<file path="config.mk">
export PLATFORM = sky130hd
export DESIGN_NAME = fetch_queue_nw
export DESIGN_NICKNAME = d
export VERILOG_FILES = /design/src/rtl/fetch_queue_nw.sv
export SDC_FILE = /design/constraint.sdc
export NUM_CORES = 1
export LEC_CHECK = 0
export BUFFER_PORTS_ARGS = -buffer_cell sky130_fd_sc_hd__buf_4
export CORE_ASPECT_RATIO = 1.25
export CORE_MARGIN = 2
export CORE_UTILIZATION = 45
export DETAILED_ROUTE_END_ITERATION = 12
export PLACE_DENSITY_LB_ADDON = 0.08
export SYNTH_ARGS = -nofsm -noshare
export SYNTH_HDL_FRONTEND = slang
export SYNTH_SLANG_ARGS = --single-unit
export TNS_END_PERCENT = 30
</file>
<file path="constraint.sdc">
create_clock -name clk -period 10.1 [get_ports clk]
set_clock_uncertainty 0.15 [all_clocks]
set_input_delay 0.505 -clock clk [delete_from_list [all_inputs] [get_ports clk]]
set_output_delay 0.505 -clock clk [all_outputs]
set_load 0.005 [all_outputs]
</file>
<file path="src/rtl/fetch_queue_nw.sv">
// ----------------------------------------------------------------------------
// fetch_queue_nw
//   N-wide instruction fetch stage feeding a DEPTH-entry circular queue.
//   Each cycle with enough free space, FETCH_WIDTH consecutive words are read
//   from instruction memory and pushed together with their PCs. Decode pops
//   up to FETCH_WIDTH of the oldest entries per cycle. A redirect from
//   execute flushes the queue and restarts fetch at the new PC.
//
// Optional feature macro: FETCHQ_PERF_EN
//   When defined, adds saturating performance counters
//   perf_full_cycles_o (fetch stalled on a full queue) and
//   perf_redirects_o (redirect cycles). Core behaviour is unchanged.
//
// Ports
//   clk            in   clock, rising edge
//   rst            in   synchronous reset, active high
//   redirect_i     in   flush queue and restart fetch at redirect_pc_i
//   redirect_pc_i  in   new fetch PC (bits [1:0] forced to zero)
//   imem_addr_o    out  fetch base address (current fetch PC)
//   imem_rdata_i   in   slot k = mem[imem_addr_o + 4k], combinational read
//   deq_count_i    in   entries consumed by decode this cycle
//   instr_o        out  slot k = k-th oldest queued instruction
//   pc_o           out  PC of instr_o slot k
//   valid_o        out  slot k valid iff count_o > k (prefix-contiguous)
//   count_o        out  occupied entries
// ----------------------------------------------------------------------------
module fetch_queue_nw #(
    parameter int          FETCH_WIDTH = 2,
    parameter int          DEPTH       = 8,
    parameter logic [31:0] RESET_PC    = 32'h0000_0000
) (
    input  logic                               clk,
    input  logic                               rst,
    input  logic                               redirect_i,
    input  logic [31:0]                        redirect_pc_i,
    output logic [31:0]                        imem_addr_o,
    input  logic [32*FETCH_WIDTH-1:0]          imem_rdata_i,
    input  logic [$clog2(FETCH_WIDTH+1)-1:0]   deq_count_i,
    output logic [32*FETCH_WIDTH-1:0]          instr_o,
    output logic [32*FETCH_WIDTH-1:0]          pc_o,
    output logic [FETCH_WIDTH-1:0]             valid_o,
    output logic [$clog2(DEPTH+1)-1:0]         count_o
`ifdef FETCHQ_PERF_EN
    ,
    output logic [31:0]                        perf_full_cycles_o,
    output logic [31:0]                        perf_redirects_o
`endif
);

    localparam int PW = $clog2(DEPTH);
    localparam int CW = $clog2(DEPTH+1);

    logic [31:0]   r_mem_instr [DEPTH];
    logic [31:0]   r_mem_pc    [DEPTH];
    logic [PW-1:0] r_head;
    logic [PW-1:0] r_tail;
    logic [CW-1:0] r_count;
    logic [31:0]   r_pc_q;

    logic          w_fetch_go;
    logic [CW-1:0] w_pop_n;
    logic [CW-1:0] w_push_n;

    // Push/pop decisions. Fetch looks only at the current occupancy (no credit
    // for entries popped this cycle) so a push never overwrites a live entry.
    always_comb begin
        w_fetch_go = (redirect_i == 1'b0) && (r_count <= CW'(DEPTH - FETCH_WIDTH));
        if (CW'(deq_count_i) > r_count) begin
            w_pop_n = r_count;
        end else begin
            w_pop_n = CW'(deq_count_i);
        end
        if (w_fetch_go) begin
            w_push_n = CW'(FETCH_WIDTH);
        end else begin
            w_push_n = {CW{1'b0}};
        end
    end

    // Queue storage, pointers, occupancy and fetch PC.
    always_ff @(posedge clk) begin
        if (rst) begin
            r_pc_q  <= RESET_PC;
            r_head  <= {PW{1'b0}};
            r_tail  <= {PW{1'b0}};
            r_count <= {CW{1'b0}};
            for (int i = 0; i < DEPTH; i++) begin
                r_mem_instr[i] <= 32'h0000_0000;
                r_mem_pc[i]    <= 32'h0000_0000;
            end
        end else if (redirect_i) begin
            // Flush: pending pops and the fetch of this cycle are discarded.
            r_pc_q  <= {redirect_pc_i[31:2], 2'b00};
            r_head  <= {PW{1'b0}};
            r_tail  <= {PW{1'b0}};
            r_count <= {CW{1'b0}};
        end else begin
            if (w_fetch_go) begin
                for (int k = 0; k < FETCH_WIDTH; k++) begin
                    r_mem_instr[r_tail + PW'(k)] <= imem_rdata_i[32*k +: 32];
                    r_mem_pc[r_tail + PW'(k)]    <= r_pc_q + 32'(4*k);
                end
                r_tail <= r_tail + PW'(FETCH_WIDTH);
                r_pc_q <= r_pc_q + 32'(4*FETCH_WIDTH);
            end
            r_head  <= r_head + PW'(w_pop_n);
            r_count <= r_count + w_push_n - w_pop_n;
        end
    end

    // Present the oldest entries to decode; invalid slots read as zero.
    always_comb begin
        instr_o = {(32*FETCH_WIDTH){1'b0}};
        pc_o    = {(32*FETCH_WIDTH){1'b0}};
        valid_o = {FETCH_WIDTH{1'b0}};
        for (int k = 0; k < FETCH_WIDTH; k++) begin
            if (CW'(k) < r_count) begin
                valid_o[k]         = 1'b1;
                instr_o[32*k +: 32] = r_mem_instr[r_head + PW'(k)];
                pc_o[32*k +: 32]    = r_mem_pc[r_head + PW'(k)];
            end else begin
                valid_o[k] = 1'b0;
            end
        end
    end

    assign imem_addr_o = r_pc_q;
    assign count_o     = r_count;

`ifdef FETCHQ_PERF_EN
    logic [31:0] r_perf_full;
    logic [31:0] r_perf_redir;

    // Saturating counters for full-queue stalls and redirects.
    always_ff @(posedge clk) begin
        if (rst) begin
            r_perf_full  <= 32'h0000_0000;
            r_perf_redir <= 32'h0000_0000;
        end else begin
            if (redirect_i && (r_perf_redir != 32'hFFFF_FFFF)) begin
                r_perf_redir <= r_perf_redir + 32'h0000_0001;
            end
            if (!redirect_i && !w_fetch_go && (r_perf_full != 32'hFFFF_FFFF)) begin
                r_perf_full <= r_perf_full + 32'h0000_0001;
            end
        end
    end

    assign perf_full_cycles_o = r_perf_full;
    assign perf_redirects_o   = r_perf_redir;
`endif

endmodule

</file>
==> results by group, run 1 <==
Hold path
  – Min-Delay Path Class: in2reg

Die
  – Horiz. Die Dim: 231.9 um
  – Die area: 0.06697 mm^2
  – Num ports: 267
  – CORE AREA: 0.06428 mm^2
  – Die Y: 288.8 um
  – Starting density of the core: 45.43%
  – Rows: 104

GRT
  – Grt total ovfl: 0
  – Aggregate global-route resource usage: 24.98%
  – Initial antenna violation count: 1
  – Vias in the first global route: 19927
  – First-pass GRT wire length: 124400 um
  – Pin count of the biggest net entering global routing: 141

Timing
  – Unrepaired setup endpoints after global routing: false
  – TNS Setup: 0 ps
  – Final period util: 51.74%
  – Achievable clock frequency: 0.1914 GHz
  – Max-slew headroom: 25.53%
  – Slew Limit Fails: 0
  – Worst-Margin Slew: 1117 ps
  – Final hold viol count: 0
  – Min Tclk post-route: 5226 ps
  – Final setup vio count: 0

Clock tree
  – Clk root buf: clkbuf_16
  – Clk sink count: 535
  – Postcts setup bufs: 0
  – Latest clock arrival within the worst-skew pair: 620 ps
  – TritonCTS Buffers: 57
  – Clk pin slew, worst setup/hold paths: 60 ps
  – Clock tree buffer depth: 3
  – CTS tree: built
  – CTS H-Tree Depth: 2

Drt
  – Antenna-violating nets left: 0
  – Via count: 19177
  – WL/cell: 25.85 um
  – Pre-Repair DR Iteration Count: 5
  – Via/cell ratio: 5.933
  – Initial DRC count: 1514
  – WL final: 83550 um
  – Residual DRC: 0

Worst setup path
  – CP required: 9450 ps
  – Crit end category: output pin
  – CP Data Arrival Time: 4570 ps
  – Critical-path cell list: buf_4, buf_12, mux4_2, mux2i_1, nor2_1, buf_4
  – Crit path largest cell delay: 950 ps
  – Slowest-stage cell, CP: buf_4
  – Critical path class: reg2out
  – Critical Path Start Type: flop
  – Cell mode on critical path: buf_4
  – Worst Path Max Fanout: 140

Finish
  – Final Util: 52.35%
  – Post-layout net count: 2459
  – Most common cell after layout, fill and taps aside: edfxtp_1
  – Area grow syn2layout: 15.21%
  – Most frequent cells in the layout: 496 x edfxtp_1, 342 x and2_1, 287 x buf_4
  – Post-route insts no fill: 3232
  – Post-route design area: 0.03365 mm^2
  – Share of cells above drive strength 1: 26.90%

Logic synthesis
  – Post-Syn Instances: 2168
  – Top_reg_cell synth: edfxtp_1
  – EDFF count, synth: 496
  – Count of cell types in the netlist: 63
  – Syn Std Cell Area: 0.02921 mm^2
  – Syn Area/Cell: 13.47 um^2
  – #FFs+latches synth: 535
  – Seq/Total Area, Yosys: 53.67%
  – Ys async rst share: 0%
  – Ys Warns: 0

Placement
  – Dpl cell area: 0.03176 mm^2
  – IO Port Bufs: 258
  – Placed cells: 3115
  – Gpl congestion: 0.8401
  – HPWL Detailed: 49370 um

Run status
  – Status: completed

Power and ir drop
  – Total Power: 7.064 mW
  – Worst IR Drop VDD: 151.0 uV
  – Pleak: 12.02 nW
  – Pwr Density: 209.9 mW/mm^2

Run
  – Max-cap viol count: 0
==> metal layers <==
metal | GRT usage, % | up-vias | routed length (um)
li1 | - | 8434 | -
met1 | 32.43 | 9989 | 33720
met2 | 44.40 | 641 | 43230
met3 | 3.671 | 111 | 4960
met4 | 5.657 | 2 | 1623
met5 | 0 | - | 13
==> cells by family (layout without fill, tap and decap cells) <==
logic type	after synthesis	in the layout	synth area share (%)
buffers and inverters	248	458	3.607
DFF	535	535	53.67
muxes	343	343	22.38
AOI/OAI and AO/OA	172	172	3.684
and+or+nand+nor	824	824	15.01
xor gates and xnor gates	27	27	0.8097
adders and majority gates	18	18	0.8226
other	1	7	0.01284
==> sequential cells by signal (all words and copies together) (netlist names) <==
register	cells
r_mem_instr	256
r_mem_pc	240
imem_addr_o	30
count_o	4
r_head	3
r_tail	2
==> layout make-up <==
class                           instances  area, um^2
Sequential cell                       535       15690
Clock inverter                         22       175.2
Clock buffer                           80        1575
Tap cell                              848        1061
Fill cell                            5530       30630
Inverter                               53       198.9
Antenna cell                            1       2.502
Timing Repair Buffer                  303        2335
Multi-Input combinational cell       1390       12610
==> critical path, delay by kind of cell (launching register included) <==
family | cells | cell delay, ps
flops | 1 | 900
simple gates | 1 | 70
mux | 2 | 920
buf+inv | 3 | 1840
==> Yosys cell counts (13+ instances only) <==
cell      instances  area share [%]
edfxtp_1        496              51
mux4_2          248              19
and2_1          342             7.3
xor2_1           15            0.45
nand2_1         190             2.4
nand3_1          16            0.27
ha_1             16            0.69
nand2b_1         33            0.71
a311oi_1         13            0.39
o21ai_0          16            0.27
a21oi_1          94             1.6
inv_1            51            0.66
buf_1            15            0.19
mux2i_1          95             3.3
dfxtp_1          39             2.7
or3_1            17            0.36
buf_2            59             1.0
clkbuf_1        109             1.4
nor2_1          164             2.1
==> stage by stage <==
step | hold slack [ps] | setup WS (ps)
floorplan | 319.2 | 4765
global placement | 332.1 | 5523
detailed placement | 349.9 | 5473
CTS | 1.740 | 4792
global route | 23.45 | 4587
finish | 36.72 | 4874
==> path summary, 6_finish.rpt <==
kind	from	to	slack [ps]	cells after the start
worst max-delay path	r_head[0]	pc_o[24]	4870	6
worst min-delay path	redirect_pc_i[16]	imem_addr_o[16]	40	3
worst max register to register	count_o[3]	r_mem_instr[0][22]	5510	8
worst min register to register	r_tail[2]	r_tail[2]	360	2
==> power by group <==
group | internal (mW) | switching [mW] | leakage [nW] | total [mW]
logic | 1.06 | 1.18 | 5.69 | 2.24
registers | 2.63 | 0.173 | 5.48 | 2.80
clock network | 1.15 | 0.870 | 0.855 | 2.02
total | 4.84 | 2.22 | 12.0 | 7.06
==> repair_timing <==
item | 4_1_cts | 5_1_grt
endpoints found under the setup margin | 0 | 0
gates resized for setup | 0 | 0
endpoints found under the hold margin | 14 | 0
hold buffers | 14 | 0
Power figures use the tool's default switching activity.
==> run 2: changes to the inputs <==
Clock period 10.1 ns to 4.4 ns, I/O delays scaled along.
==> run 2 against run 1 <==
Effect of this change: final cell count rose by 4.1%; via count rose by 1.7%; highest routed layer is now met4; worst hold slack improved by 23 ps.
==> results by group, run 2 (synthesis gave the netlist of run 1 again) <==
Run status
  – Status: completed (unchanged)

Worst setup path
  – R2R Setup Slk: 770 ps (was 5510 ps)
  – Slowest-stage cell, CP: buf_4 (unchanged)
  – Worst Path Max Fanout: 53 (was 140)
  – Critical Path Start Type: flop (unchanged)
  – Critical-path cell list: clkinv_1, ha_1, nor2b_4, buf_4, a21oi_1, buf_4 (was buf_4, buf_12, mux4_2, mux2i_1, nor2_1, buf_4)
  – Crit end category: output pin (unchanged)
  – CP delay by family, top: buffers and inverters (unchanged)
  – Critical path class: reg2out (unchanged)
  – CP Data Arrival Time: 3360 ps (was 4570 ps)
  – Cell mode on critical path: buf_4 (unchanged)
  – Critical path depth: 6 (unchanged)
  – CP required: 4030 ps (was 9450 ps)
  – WP buf/inv: 3 (unchanged)
  – Crit path largest cell delay: 900 ps (was 950 ps)
  – R2R depth: 7 (was 8)

Finish
  – Top reg by flops: r_mem_instr (unchanged)
  – Most frequent cells in the layout: 496 x edfxtp_1, 342 x and2_1, 292 x buf_4 (was 496 x edfxtp_1, 342 x and2_1, 287 x buf_4)
  – Most common cell after layout, fill and taps aside: edfxtp_1 (unchanged)
  – Area grow syn2layout: 20.50% (was 15.21%)
  – Final Util: 54.75% (was 52.35%)
  – Post-layout net count: 2592 (was 2459)
  – Post-route insts no fill: 3364 (was 3232)
  – Post-route design area: 0.03519 mm^2 (was 0.03365 mm^2)
  – Max reg flops: 256 (unchanged)
  – # diodes: 0 (was 1)
  – Fillers: 5467 (was 5530)
  – Share of cells above drive strength 1: 26.23% (was 26.90%)

Hold path
  – Min-Delay Path Class: in2reg (unchanged)
  – Hold Crit Depth: 4 (was 3)

Placement
  – Dpl ws: 758.9 ps (was 5473 ps)
  – IO Port Bufs: 258 (unchanged)
  – Gpl congestion: 0.8146 (was 0.8401)
  – HPWL Detailed: 50950 um (was 49370 um)
  – Placed cells: 3135 (was 3115)
  – Dpl cell area: 0.03212 mm^2 (was 0.03176 mm^2)

Power and ir drop
  – Pwr Density: 469.6 mW/mm^2 (was 209.9 mW/mm^2)
  – Sw Pwr: 5.113 mW (was 2.223 mW)
  – Clk pwr share: 28.7% (was 28.6%)
  – Internal: 11.41 mW (was 4.841 mW)
  – Seq pwr share: 38.4% (was 39.6%)
  – Worst IR Drop VDD: 292.2 uV (was 151.0 uV)
  – Switch share: 30.94% (was 31.47%)
  – Combinational Power Share: 32.9% (was 31.8%)
  – Pleak: 12.71 nW (was 12.02 nW)

Die
  – Die area: 0.06697 mm^2 (unchanged)
  – CORE AREA: 0.06428 mm^2 (unchanged)
  – Rows: 104 (unchanged)
  – Num ports: 267 (unchanged)
  – Starting density of the core: 45.43% (unchanged)
  – Horiz. Die Dim: 231.9 um (unchanged)
  – Die Y: 288.8 um (unchanged)

GRT
  – Initial antenna violation count: 0 (was 1)
  – Grt total ovfl: 0 (unchanged)
  – First-pass GRT wire length: 124800 um (was 124400 um)
  – Vias in the first global route: 20455 (was 19927)
  – Aggregate global-route resource usage: 25.02% (was 24.98%)
  – Pin count of the biggest net entering global routing: 126 (was 141)

Drt
  – WL/cell: 24.76 um (was 25.85 um)
  – Via/cell ratio: 5.798 (was 5.933)
  – Via count: 19504 (was 19177)
  – Initial DRC count: 1399 (was 1514)
  – Pre-Repair DR Iteration Count: 5 (unchanged)
  – WL final: 83280 um (was 83550 um)
  – Antenna-violating nets left: 0 (unchanged)
  – Residual DRC: 0 (unchanged)

Timing
  – Setup ws final: 673.5 ps (was 4874 ps)
  – Min Tclk post-route: 3726 ps
  – Worst-Margin Slew: 1125 ps (was 1117 ps)
  – Final setup vio count: 0 (unchanged)
  – Slew Limit Fails: 0 (unchanged)
  – TNS Setup: 0 ps (unchanged)
  – Achievable clock frequency: 0.2684 GHz
  – Final period util: 84.69%
  – Unrepaired setup endpoints after global routing: false (unchanged)
  – Max-slew headroom: 24.97% (was 25.53%)
  – Final hold viol count: 0 (unchanged)

Run
  – Max-cap viol count: 0 (unchanged)

Clock tree
  – Post-CTS Hold Buffers: 128 (was 14)
  – Clock tree buffer depth: 3 (unchanged)
  – Latest clock arrival within the worst-skew pair: 610 ps (was 620 ps)
  – Clk root buf: clkbuf_16 (unchanged)
  – CTS tree: built (unchanged)
  – TritonCTS Buffers: 56 (was 57)
  – CTS H-Tree Depth: 2 (unchanged)
  – Clk sink count: 535 (unchanged)
  – Post-CTS sizing: 0 (unchanged)
  – Postcts setup bufs: 0 (unchanged)
  – Clk pin slew, worst setup/hold paths: 60 ps (about the same)
==> run 2: changes by cell type in the layout (fill, tap and decap cells not counted), sizes merged <==
cell	delta
bufinv	+4
inv	+1
clkbuf	-9
clkinv	+3
buf	+20
dlygate4sd3	+114
diode	-1
==> run 2: power groups by stage <==
stage / clock (mW) / sequential [mW] / combinational [mW]
global placement: 0 / 6.41 / 5.36
global route: 5.02 / 6.40 / 5.85
finish: 4.74 / 6.35 / 5.43
floorplan: 0 / 6.28 / 3.33
detailed placement: 0 / 6.45 / 5.41
CTS: 4.84 / 6.34 / 5.52
==> run 2: layout make-up <==
cell class	count	area, um^2	share of cell area (%)
Sequential cell	535	15690	44.57
Clock buffer	71	1479	4.202
Clock inverter	30	312.8	0.8888
Inverter	53	198.9	0.5653
Multi-Input combinational cell	1390	12640	35.92
Timing Repair Buffer	437	3814	10.84
Tap cell	848	1061	3.015
==> run 2: routing by layer <==
metal | up-vias | wire (um) | global-route usage, %
li1 | 8710 | - | -
met1 | 10046 | 33900 | 32.04
met2 | 638 | 42430 | 43.73
met3 | 110 | 4902 | 4.498
met4 | 0 | 2047 | 7.003
met5 | - | 0 | 0
==> run 2: tightest hold or removal path: stages <==
cell	delay, ps
buf_4	250
or3_1	150
or4_1	90
nand3_1	50
==> run 2: worst paths after layout <==
kind	from	endpoint
worst max-delay path	count_o[3]	pc_o[46]
worst min register to register	r_tail[2]	r_tail[2]
worst max register to register	count_o[3]	r_mem_pc[1][25]
worst min-delay path	redirect_i	imem_addr_o[31]
==> run 2: stage by stage <==
step                      hold slack (ps)  total power [mW]
after floorplan                     217.3             9.607
after global placement              319.1             11.77
after detailed placement            318.6             11.86
after CTS                           14.85             16.70
after global routing                90.88             17.27
final                               60.14             16.53
